[config.mk]
export PLATFORM = sky130hd
export DESIGN_NAME = sie_rx_ctrl_flat
export DESIGN_NICKNAME = d
export VERILOG_FILES = /design/src/rtl/sie_rx_ctrl_if.sv /design/src/rtl/sie_rx_ctrl.sv /design/src/flat_wrapper.sv
export SDC_FILE = /design/constraint.sdc
export NUM_CORES = 1
export LEC_CHECK = 0
export CAP_MARGIN = 15
export CORE_ASPECT_RATIO = 1.2
export CORE_MARGIN = 3
export CORE_UTILIZATION = 35
export DETAILED_ROUTE_END_ITERATION = 6
export PLACE_DENSITY = 0.51
export SYNTH_ARGS = -nofsm -noshare
export SYNTH_HDL_FRONTEND = slang
export SYNTH_SLANG_ARGS = --single-unit
[constraint.sdc]
create_clock -name clk -period 2.1 [get_ports clk]
set_clock_uncertainty 0.05 [all_clocks]
set_input_delay 0.42 -clock clk [delete_from_list [all_inputs] [get_ports clk]]
set_output_delay 0.42 -clock clk [all_outputs]
set_load 0.02 [all_outputs]
[src/rtl/sie_rx_ctrl_if.sv]
// Receive-side bus of the serial interface engine: line bits in, SIPO
// control out/parallel byte in, framed byte stream out.
interface sie_rx_ctrl_if;
    logic       bit_valid;
    logic       bit_in;
    logic       se0;
    logic       sipo_ser;
    logic       sipo_shift_en;
    logic       sipo_clr;
    logic [7:0] sipo_par;
    logic [7:0] rx_data;
    logic       rx_valid;
    logic       rx_sop;
    logic       rx_eop;
    logic       rx_err;
    logic [1:0] rx_err_code;
    logic       busy;

    // Sequencer view
    modport slave (
        input  bit_valid, bit_in, se0, sipo_par,
        output sipo_ser, sipo_shift_en, sipo_clr,
        output rx_data, rx_valid, rx_sop, rx_eop, rx_err, rx_err_code, busy
    );

    // Line / SIPO / protocol-layer view
    modport master (
        output bit_valid, bit_in, se0, sipo_par,
        input  sipo_ser, sipo_shift_en, sipo_clr,
        input  rx_data, rx_valid, rx_sop, rx_eop, rx_err, rx_err_code, busy
    );
endinterface

[src/rtl/sie_rx_ctrl.sv]
// USB receive sequencer: SYNC hunt, bit unstuffing, SIPO drive and byte
// framing with start/end/error indications.
module sie_rx_ctrl #(
    parameter logic [7:0] SYNC_PATTERN = 8'h80,
    parameter int         STUFF_LEN    = 6,
    parameter int         MAX_BYTES    = 67
) (
    input  logic      clk,
    input  logic      rst,
    sie_rx_ctrl_if.slave bus
);
    localparam logic [2:0] STUFF_N = 3'(STUFF_LEN);
    localparam logic [6:0] MAX_N   = 7'(MAX_BYTES);

    typedef enum logic [2:0] {IDLE, HUNT, DATA, EOP, ERR} state_t;

    state_t     state, state_nx;
    logic [7:0] hunt, hunt_nx, hunt_sh;
    logic [2:0] bit_cnt, bit_nx;
    logic [6:0] byte_cnt, byte_nx;
    logic [2:0] ones_cnt, ones_nx;
    logic       shift_req, clr_req, eop_req, err_req, done_req, sop_req;
    logic [1:0] code_nx;

    // Byte completion pipeline: [1] shift in flight, [2] SIPO byte ready
    logic [2:1] vld_pipe, sop_pipe;
    logic       eop_p1;

    logic       sipo_ser_q, sipo_shift_q, sipo_clr_q;
    logic [7:0] rx_data_q;
    logic       rx_valid_q, rx_sop_q, rx_eop_q, rx_err_q;
    logic [1:0] rx_code_q;

    // Next-state and per-bit control decisions
    always_comb begin
        state_nx  = state;
        hunt_nx   = hunt;
        hunt_sh   = {bus.bit_in, hunt[7:1]};
        bit_nx    = bit_cnt;
        byte_nx   = byte_cnt;
        ones_nx   = ones_cnt;
        shift_req = 1'b0;
        clr_req   = 1'b0;
        eop_req   = 1'b0;
        err_req   = 1'b0;
        code_nx   = 2'b00;
        done_req  = 1'b0;
        sop_req   = 1'b0;
        case (state)
            IDLE: if (bus.bit_valid && !bus.se0 && !bus.bit_in) begin
                hunt_nx  = {bus.bit_in, 7'b0};
                state_nx = HUNT;
            end
            HUNT: if (bus.bit_valid) begin
                if (bus.se0) begin
                    state_nx = IDLE;
                end else begin
                    hunt_nx = hunt_sh;
                    if (hunt_sh == SYNC_PATTERN) begin
                        clr_req  = 1'b1;
                        bit_nx   = 3'd0;
                        byte_nx  = 7'd0;
                        // trailing 1 of SYNC counts toward the stuffing run
                        ones_nx  = 3'd1;
                        state_nx = DATA;
                    end
                end
            end
            DATA: if (bus.bit_valid) begin
                if (bus.se0) begin
                    state_nx = EOP;
                    if (bit_cnt == 3'd0 && byte_cnt != 7'd0) begin
                        eop_req = 1'b1;
                    end else begin
                        err_req = 1'b1;
                        code_nx = 2'b10;
                    end
                end else if (ones_cnt == STUFF_N) begin
                    if (!bus.bit_in) begin
                        ones_nx = 3'd0;
                    end else begin
                        err_req  = 1'b1;
                        code_nx  = 2'b01;
                        state_nx = ERR;
                    end
                end else begin
                    shift_req = 1'b1;
                    bit_nx    = bit_cnt + 3'd1;
                    ones_nx   = bus.bit_in ? ones_cnt + 3'd1 : 3'd0;
                    if (bit_cnt == 3'd7) begin
                        if (byte_cnt == MAX_N) begin
                            err_req  = 1'b1;
                            code_nx  = 2'b11;
                            state_nx = ERR;
                        end else begin
                            done_req = 1'b1;
                            sop_req  = (byte_cnt == 7'd0);
                            byte_nx  = byte_cnt + 7'd1;
                        end
                    end
                end
            end
            EOP: if (bus.bit_valid && !bus.se0) state_nx = IDLE;
            ERR: if (bus.bit_valid && bus.se0) state_nx = EOP;
            default: state_nx = IDLE;
        endcase
    end

    // State and bit/byte/stuffing counters
    always_ff @(posedge clk or negedge rst) begin
        if (!rst) begin
            state    <= IDLE;
            hunt     <= 8'h00;
            bit_cnt  <= 3'd0;
            byte_cnt <= 7'd0;
            ones_cnt <= 3'd0;
        end else begin
            state    <= state_nx;
            hunt     <= hunt_nx;
            bit_cnt  <= bit_nx;
            byte_cnt <= byte_nx;
            ones_cnt <= ones_nx;
        end
    end

    // SIPO drive: one-cycle shift or clear strobe after the deciding bit
    always_ff @(posedge clk or negedge rst) begin
        if (!rst) begin
            sipo_ser_q   <= 1'b0;
            sipo_shift_q <= 1'b0;
            sipo_clr_q   <= 1'b0;
        end else begin
            sipo_shift_q <= shift_req;
            sipo_clr_q   <= clr_req;
            if (shift_req) sipo_ser_q <= bus.bit_in;
        end
    end

    // Byte capture, end-of-packet delay and error reporting
    always_ff @(posedge clk or negedge rst) begin
        if (!rst) begin
            vld_pipe   <= '0;
            sop_pipe   <= '0;
            eop_p1     <= 1'b0;
            rx_data_q  <= 8'h00;
            rx_valid_q <= 1'b0;
            rx_sop_q   <= 1'b0;
            rx_eop_q   <= 1'b0;
            rx_err_q   <= 1'b0;
            rx_code_q  <= 2'b00;
        end else begin
            vld_pipe   <= {vld_pipe[1], done_req};
            sop_pipe   <= {sop_pipe[1], sop_req};
            eop_p1     <= eop_req;
            rx_eop_q   <= eop_p1;
            rx_err_q   <= err_req;
            rx_valid_q <= vld_pipe[2];
            rx_sop_q   <= vld_pipe[2] & sop_pipe[2];
            if (vld_pipe[2]) rx_data_q <= bus.sipo_par;
            if (err_req)     rx_code_q <= code_nx;
        end
    end

    assign bus.sipo_ser      = sipo_ser_q;
    assign bus.sipo_shift_en = sipo_shift_q;
    assign bus.sipo_clr      = sipo_clr_q;
    assign bus.rx_data       = rx_data_q;
    assign bus.rx_valid      = rx_valid_q;
    assign bus.rx_sop        = rx_sop_q;
    assign bus.rx_eop        = rx_eop_q;
    assign bus.rx_err        = rx_err_q;
    assign bus.rx_err_code   = rx_code_q;
    assign bus.busy          = (state != IDLE);
endmodule

[src/flat_wrapper.sv]
// flat-port wrapper written by rule: the top's interface ports become plain ports
module sie_rx_ctrl_flat 
#(
    parameter logic [7:0] SYNC_PATTERN = 8'h80,
    parameter int         STUFF_LEN    = 6,
    parameter int         MAX_BYTES    = 67
)
  (clk, rst, bus_bit_valid, bus_bit_in, bus_se0, bus_sipo_par, bus_sipo_ser, bus_sipo_shift_en, bus_sipo_clr, bus_rx_data, bus_rx_valid, bus_rx_sop, bus_rx_eop, bus_rx_err, bus_rx_err_code, bus_busy);
  sie_rx_ctrl_if bus_i ();
  input  logic clk;
  input  logic rst;
  input wire logic [$bits(bus_i.bit_valid)-1:0] bus_bit_valid;
  input wire logic [$bits(bus_i.bit_in)-1:0] bus_bit_in;
  input wire logic [$bits(bus_i.se0)-1:0] bus_se0;
  input wire logic [$bits(bus_i.sipo_par)-1:0] bus_sipo_par;
  output wire logic [$bits(bus_i.sipo_ser)-1:0] bus_sipo_ser;
  output wire logic [$bits(bus_i.sipo_shift_en)-1:0] bus_sipo_shift_en;
  output wire logic [$bits(bus_i.sipo_clr)-1:0] bus_sipo_clr;
  output wire logic [$bits(bus_i.rx_data)-1:0] bus_rx_data;
  output wire logic [$bits(bus_i.rx_valid)-1:0] bus_rx_valid;
  output wire logic [$bits(bus_i.rx_sop)-1:0] bus_rx_sop;
  output wire logic [$bits(bus_i.rx_eop)-1:0] bus_rx_eop;
  output wire logic [$bits(bus_i.rx_err)-1:0] bus_rx_err;
  output wire logic [$bits(bus_i.rx_err_code)-1:0] bus_rx_err_code;
  output wire logic [$bits(bus_i.busy)-1:0] bus_busy;
  assign bus_i.bit_valid = bus_bit_valid;
  assign bus_i.bit_in = bus_bit_in;
  assign bus_i.se0 = bus_se0;
  assign bus_i.sipo_par = bus_sipo_par;
  assign bus_sipo_ser = bus_i.sipo_ser;
  assign bus_sipo_shift_en = bus_i.sipo_shift_en;
  assign bus_sipo_clr = bus_i.sipo_clr;
  assign bus_rx_data = bus_i.rx_data;
  assign bus_rx_valid = bus_i.rx_valid;
  assign bus_rx_sop = bus_i.rx_sop;
  assign bus_rx_eop = bus_i.rx_eop;
  assign bus_rx_err = bus_i.rx_err;
  assign bus_rx_err_code = bus_i.rx_err_code;
  assign bus_busy = bus_i.busy;
  sie_rx_ctrl #(.SYNC_PATTERN(SYNC_PATTERN), .STUFF_LEN(STUFF_LEN), .MAX_BYTES(MAX_BYTES)) u_core (.clk(clk), .rst(rst), .bus(bus_i));
endmodule
---- Yosys cells after proc, flatten, opt, wreduce, memory -nomap -nowiden ----
Cells that the tools add are included.
cells by class
  reduce and logical (&&, ||, !) cells .... 18
  bitwise logic cells ..................... 1
  equality and inequality tests ........... 24
  add/sub/neg operators ................... 3
  muxes and demuxes ....................... 82
operators with widths
  kind                   count
  $mux W3                26
  $mux W7                8
  $mux W1                33
  $mux W8                3
  $reduce_and A9 Y1      2
  $pmux W8 S2            1
  $pmux W3 S5            1
  $mux W2                7
  $pmux W7 S2            1
  $reduce_and A7 Y1      2
  $ne A2 B2 Y1 const B   6
  $pmux W3 S2            2
  $ne A2 B1 Y1 const B   5
  $eq A3 B3 Y1 const B   3
  $eq A8 B8 Y1 const B   1
  $ne A4 B2 Y1 const B   2
  $add A7 B1 Y7 const B  1
  $eq A7 B7 Y1 const B   1
  $logic_not A7 Y1       1
  $reduce_bool A7 Y1     1
  $add A3 B1 Y3 const B  2
  $eq A3 B2 Y1 const B   2
  $logic_not A3 Y1       2
  $logic_and A1 B1 Y1    4
  9 further kinds        11
word-level totals
  register bits ........................... 46
  bits of input ports ..................... 13
  output and inout bits ................... 18

---- Logic depth before layout (Yosys ltp) ----
  depth in word-level cells ............... 7
  depth in mapped cells ................... 8

---- Worst setup path after synthesis ----
OpenSTA, ideal clock, no wires.
  path kind ............................... register -> register
  start ................................... register u_core.bit_cnt[0]
  end ..................................... register u_core.state[1]
  path slack .............................. 0.245 ns
  stages on the path, launching flop included .. 8
  arrival time ............................ 1.723 ns
  required time ........................... 1.968 ns
  cell sequence ........................... dfrtp_1 -> ha_1 -> ha_1 -> a21boi_1 -> a41o_1 -> nor2b_1 -> or3_1 -> a31oi_1
between the ends
  word-level cells in the longest chain between the ends .. 3
ends and longest elaborated chain
  item                                RTL line            text
  from (decl)                         sie_rx_ctrl.sv:19   logic [2:0] bit_cnt, bit_nx;
  from (signal assigned)              sie_rx_ctrl.sv:120  bit_cnt <= bit_nx;
  $eq A3 B3 Y1                        sie_rx_ctrl.sv:90   if (bit_cnt == 3'd7) begin
  $ne A4 B2 Y1 (no source line)       n/a
  $reduce_and A9 Y1 (no source line)  n/a
  to (signal assigned)                sie_rx_ctrl.sv:118  state <= state_nx;
  to (decl)                           sie_rx_ctrl.sv:17   state_t state, state_nx;
No other way between the ends.
A chain may end at the register's enable or synchronous reset.

---- Worst setup path in the final report ----
Ends and elaborated chain as after synthesis.

==> summary.txt <==
Worst setup path
  • CP Depth: 7
  • Worst path max stage delay: 0.41 ns
  • Critical path launch point type: flip-flop
  • Worst EP required: 2.27 ns
  • Crit path max fanout: 3
  • Most frequent cell on the critical path: ha_1
  • Crit-path slowest cell: dfrtp_1
  • Worst Setup SP: u_core.bit_cnt[0]
  • Reg2reg path depth: 7
  • R2r setup slk: about 0.11 ns
  • Worst EP arrival: 2.16 ns
  • Critical path capture point type: flip-flop
  • CP Class: reg -> reg
  • FF-to-FF Start: u_core.bit_cnt[0]
  • Delay-heaviest family, CP: compound AO/OA/AOI/OAI gates
  • Reg2Reg Capture Point: u_core.state[1]
  • Crit-path cells: ha_1, ha_1, a21boi_1, a41o_1, nor2b_1, or3_1, a31oi_1
  • CP endpoint: u_core.state[1]
  • Buf/Inv on CP: 0

STA
  • Fin Hold WS: around 0.092 ns
  • Slew HR: 55.97%
  • Post-route setup slack: 0.1137 ns
  • Fin crit share: 94.59%
  • Finish-stage setup viols: 0
  • Setup TNS Final: 0 ns
  • Max-slew violation count: 0
  • Worst-Margin Slew: around 0.66 ns
  • Post-route minimum period: 1.986 ns
  • Hold Vio Cnt, Final: 0
  • RSZ-0062 raised after global routing: no
  • Fmax: about 500 MHz

Route
  • Average wire per standard cell: 14.09 um
  • Detail Route Antenna Nets: 0
  • Drt total wl: 4481 um
  • DR vias/cell: 4.997
  • Iter 0 DRT Violations: 56
  • Remaining DRCs: 0
  • Via Count: approximately 1600
  • DRT Pass-1 Iters: 4

Logic synthesis
  • Top FF cell, synth: dfrtp_1
  • Warnings from Yosys: 0
  • Synth cell count leaders: 45 x dfrtp_1, 15 x inv_1, 12 x nand3_1
  • Async set or reset register ratio after synthesis: 100.0%
  • Sequential element share of the synthesized area: a little over half
  • Synth Area in XOR/XNOR: 2.469%
  • Largest family of logic cells by synthesized area: simple AND/OR/NAND/NOR gates
  • Post-synth net total: between 200 and 250
  • Post-Synth Adder-Cell Area: 4.115%
  • Synth top area cells: dfrtp_1 53%, mux2_2 5.8%, ha_1 4.1%
  • Area share of and/or/nand/nor cells after synthesis: approximately 16%
  • Synth area leader: dfrtp_1
  • Syn avg cell area: 11.38 um^2
  • Count leader, synth: dfrtp_1
  • #FFs+latches synth: 45
  • Netlist cell types: 45
  • Post-synthesis mux area share: around 7%
  • Synth top area share: 52.91%
  • Post-synth EDFFs: 0
  • Synth Area in Compound Gates: roughly 13%
  • Cells after Synth: ~190
  • Netlist Area Pre-Place: 2128 um^2

Cells and area
  • N_diodes: 0
  • Final core occ: a little under half
  • Total Nets Final: roughly 260
  • Final Cell Area: 2774 um^2
  • Syn-to-layout area delta: 30.34%
  • Layout cell share with drive strength beyond 1: between 20 and 25%

Die
  • Die Y: between 90 and 100 um
  • Die area: 7056 um^2
  • Std cell rows: 30
  • Die width: 77.19 um
  • Core ar.: 5781 um^2
  • I/O pins: 31
  • Starting Density: 36.82%

Global route
  • First-pass GRT wire length: 7803 um
  • GR Overflow Total: 0
  • Vias in the first global route: 1661
  • Initial antenna violation count: 0
  • Largest net degree at the start of global routing: 30
  • All-layer global routing usage: 13.61%

Place
  • Number of port buffers: 30
  • Dpl hpwl: around 3300 um
  • Dpl cell area: 2630 um^2
  • Pre-CTS setup slack: -0.2029 ns
  • RePlAce Congestion: 0.7785

Run
  • Max cap viols: 0

Clocking
  • H-tree lvl count: 2
  • Worst-skew pair later-pin latency: 0.30 ns
  • CTS tree: yes
  • Maximum root-to-sink buffer count: 2
  • Clock Pin Slew Worst Setup and Hold Paths: approximately 0.090 ns
  • CTS Root Cell: clkbuf_8
  • Total CTS buffers: 5
  • Post-CTS Setup Repair Bufs: 0
  • Resize count post-CTS: 2
  • Clock sinks: 45
  • CTS Hold Buffers Added: 0

Status
  • Status: complete, no violations

Min path
  • Hold Path Class: in -> async

Power and ir drop
  • Static Leakage: 0.001320 uW
  • Max VDD drop: between 0.4 and 0.5 mV
  • Power density over cell area: slightly below 1000 nW/um^2
==> area by class of cell <==
class | instances | area [um^2]
timing repair buffer | 52 | 459.2
tap | 80 | 100.1
inverter | 15 | 56.30
clock inverter | 3 | 68.82
multi-input combinational | 118 | 893.4
sequential | 45 | 1127
fill | 548 | 3007
clock buffer | 5 | 68.82
==> stage by stage <==
stage          cells  total power (uW)
2_1_floorplan    187              1657
3_5_place_dp     310              1984
3_3_place_gp     310              1958
6_report         318              2753
5_1_grt          318              2923
4_1_cts          318              2775
==> layout by cell type, fill, tap and decap left out, types with 3 or more instances in the layout <==
cell / n
dfrtp_1: 44
clkdlybuf4s50_1: 28
buf_4: 22
inv_1: 15
nand3_1: 12
mux2_2: 11
o21ai_0: 10
nand2_1: 7
nor2_1: 7
ha_1: 7
and2_1: 5
and3_1: 5
a22o_1: 5
clkbuf_8: 5
xor2_1: 4
a21o_1: 4
nor2b_1: 3
nor4_1: 3
a21oi_1: 3
==> layer usage <==
metal / up-vias / part of all wire [%] / track usage, %
li1: 763 / - / -
met1: 779 / 44 / 16.73
met2: 41 / 49 / 22.26
met3: 6 / 5.1 / 3.571
met4: 0 / 1.8 / 6.083
met5: - / 0 / 0
==> report_power, final <==
group | total, uW | switching [uW] | internal (uW)
combinational | 831 | 404 | 428
clock | 786 | 307 | 479
sequential | 1140 | 138 | 997
total | 2750 | 849 | 1900
==> worst min-delay path by stage <==
stage / cells past startpoint / slack, ns / to / start
2_1_floorplan: 0 / 0.07 / u_core.bit_cnt[0] / rst
3_3_place_gp: 0 / 0.28 / u_core.vld_pipe[2] / u_core.vld_pipe[1]
3_5_place_dp: 0 / 0.29 / u_core.vld_pipe[2] / u_core.vld_pipe[1]
4_1_cts: 1 / 0.11 / u_core.bus.rx_data[3] / rst
5_1_grt: 1 / 0.14 / u_core.bus.rx_data[3] / rst
6_report: 1 / 0.09 / u_core.bus.rx_data[3] / rst
==> logic make-up (layout without fill, tap and decap cells) <==
kind of cell               count (synthesis)  in the layout
adders and majority gates                  7              7
buffers and inverters                     24             75
DFF                                       45             45
xor gates and xnor gates                   6              6
AOI/OAI and AO/OA                         36             36
and+or+nand+nor                           56             56
muxes                                     13             13
==> registers in the layout, summed over array words and instances (netlist names) <==
signal	cells
u_core.bus.rx_err	1
u_core.eop_p1	1
u_core.bus.sipo_shift_en	1
u_core.bus.sipo_ser	1
u_core.byte_cnt	7
u_core.bit_cnt	3
u_core.vld_pipe	2
u_core.bus.rx_err_code	2
u_core.bus.rx_valid	1
u_core.bus.rx_sop	1
u_core.bus.rx_data	8
u_core.bus.rx_eop	1
u_core.bus.sipo_clr	1
u_core.sop_pipe	2
u_core.ones_cnt	3
u_core.hunt	7
u_core.state	3
(Power assumes the default switching activity.)
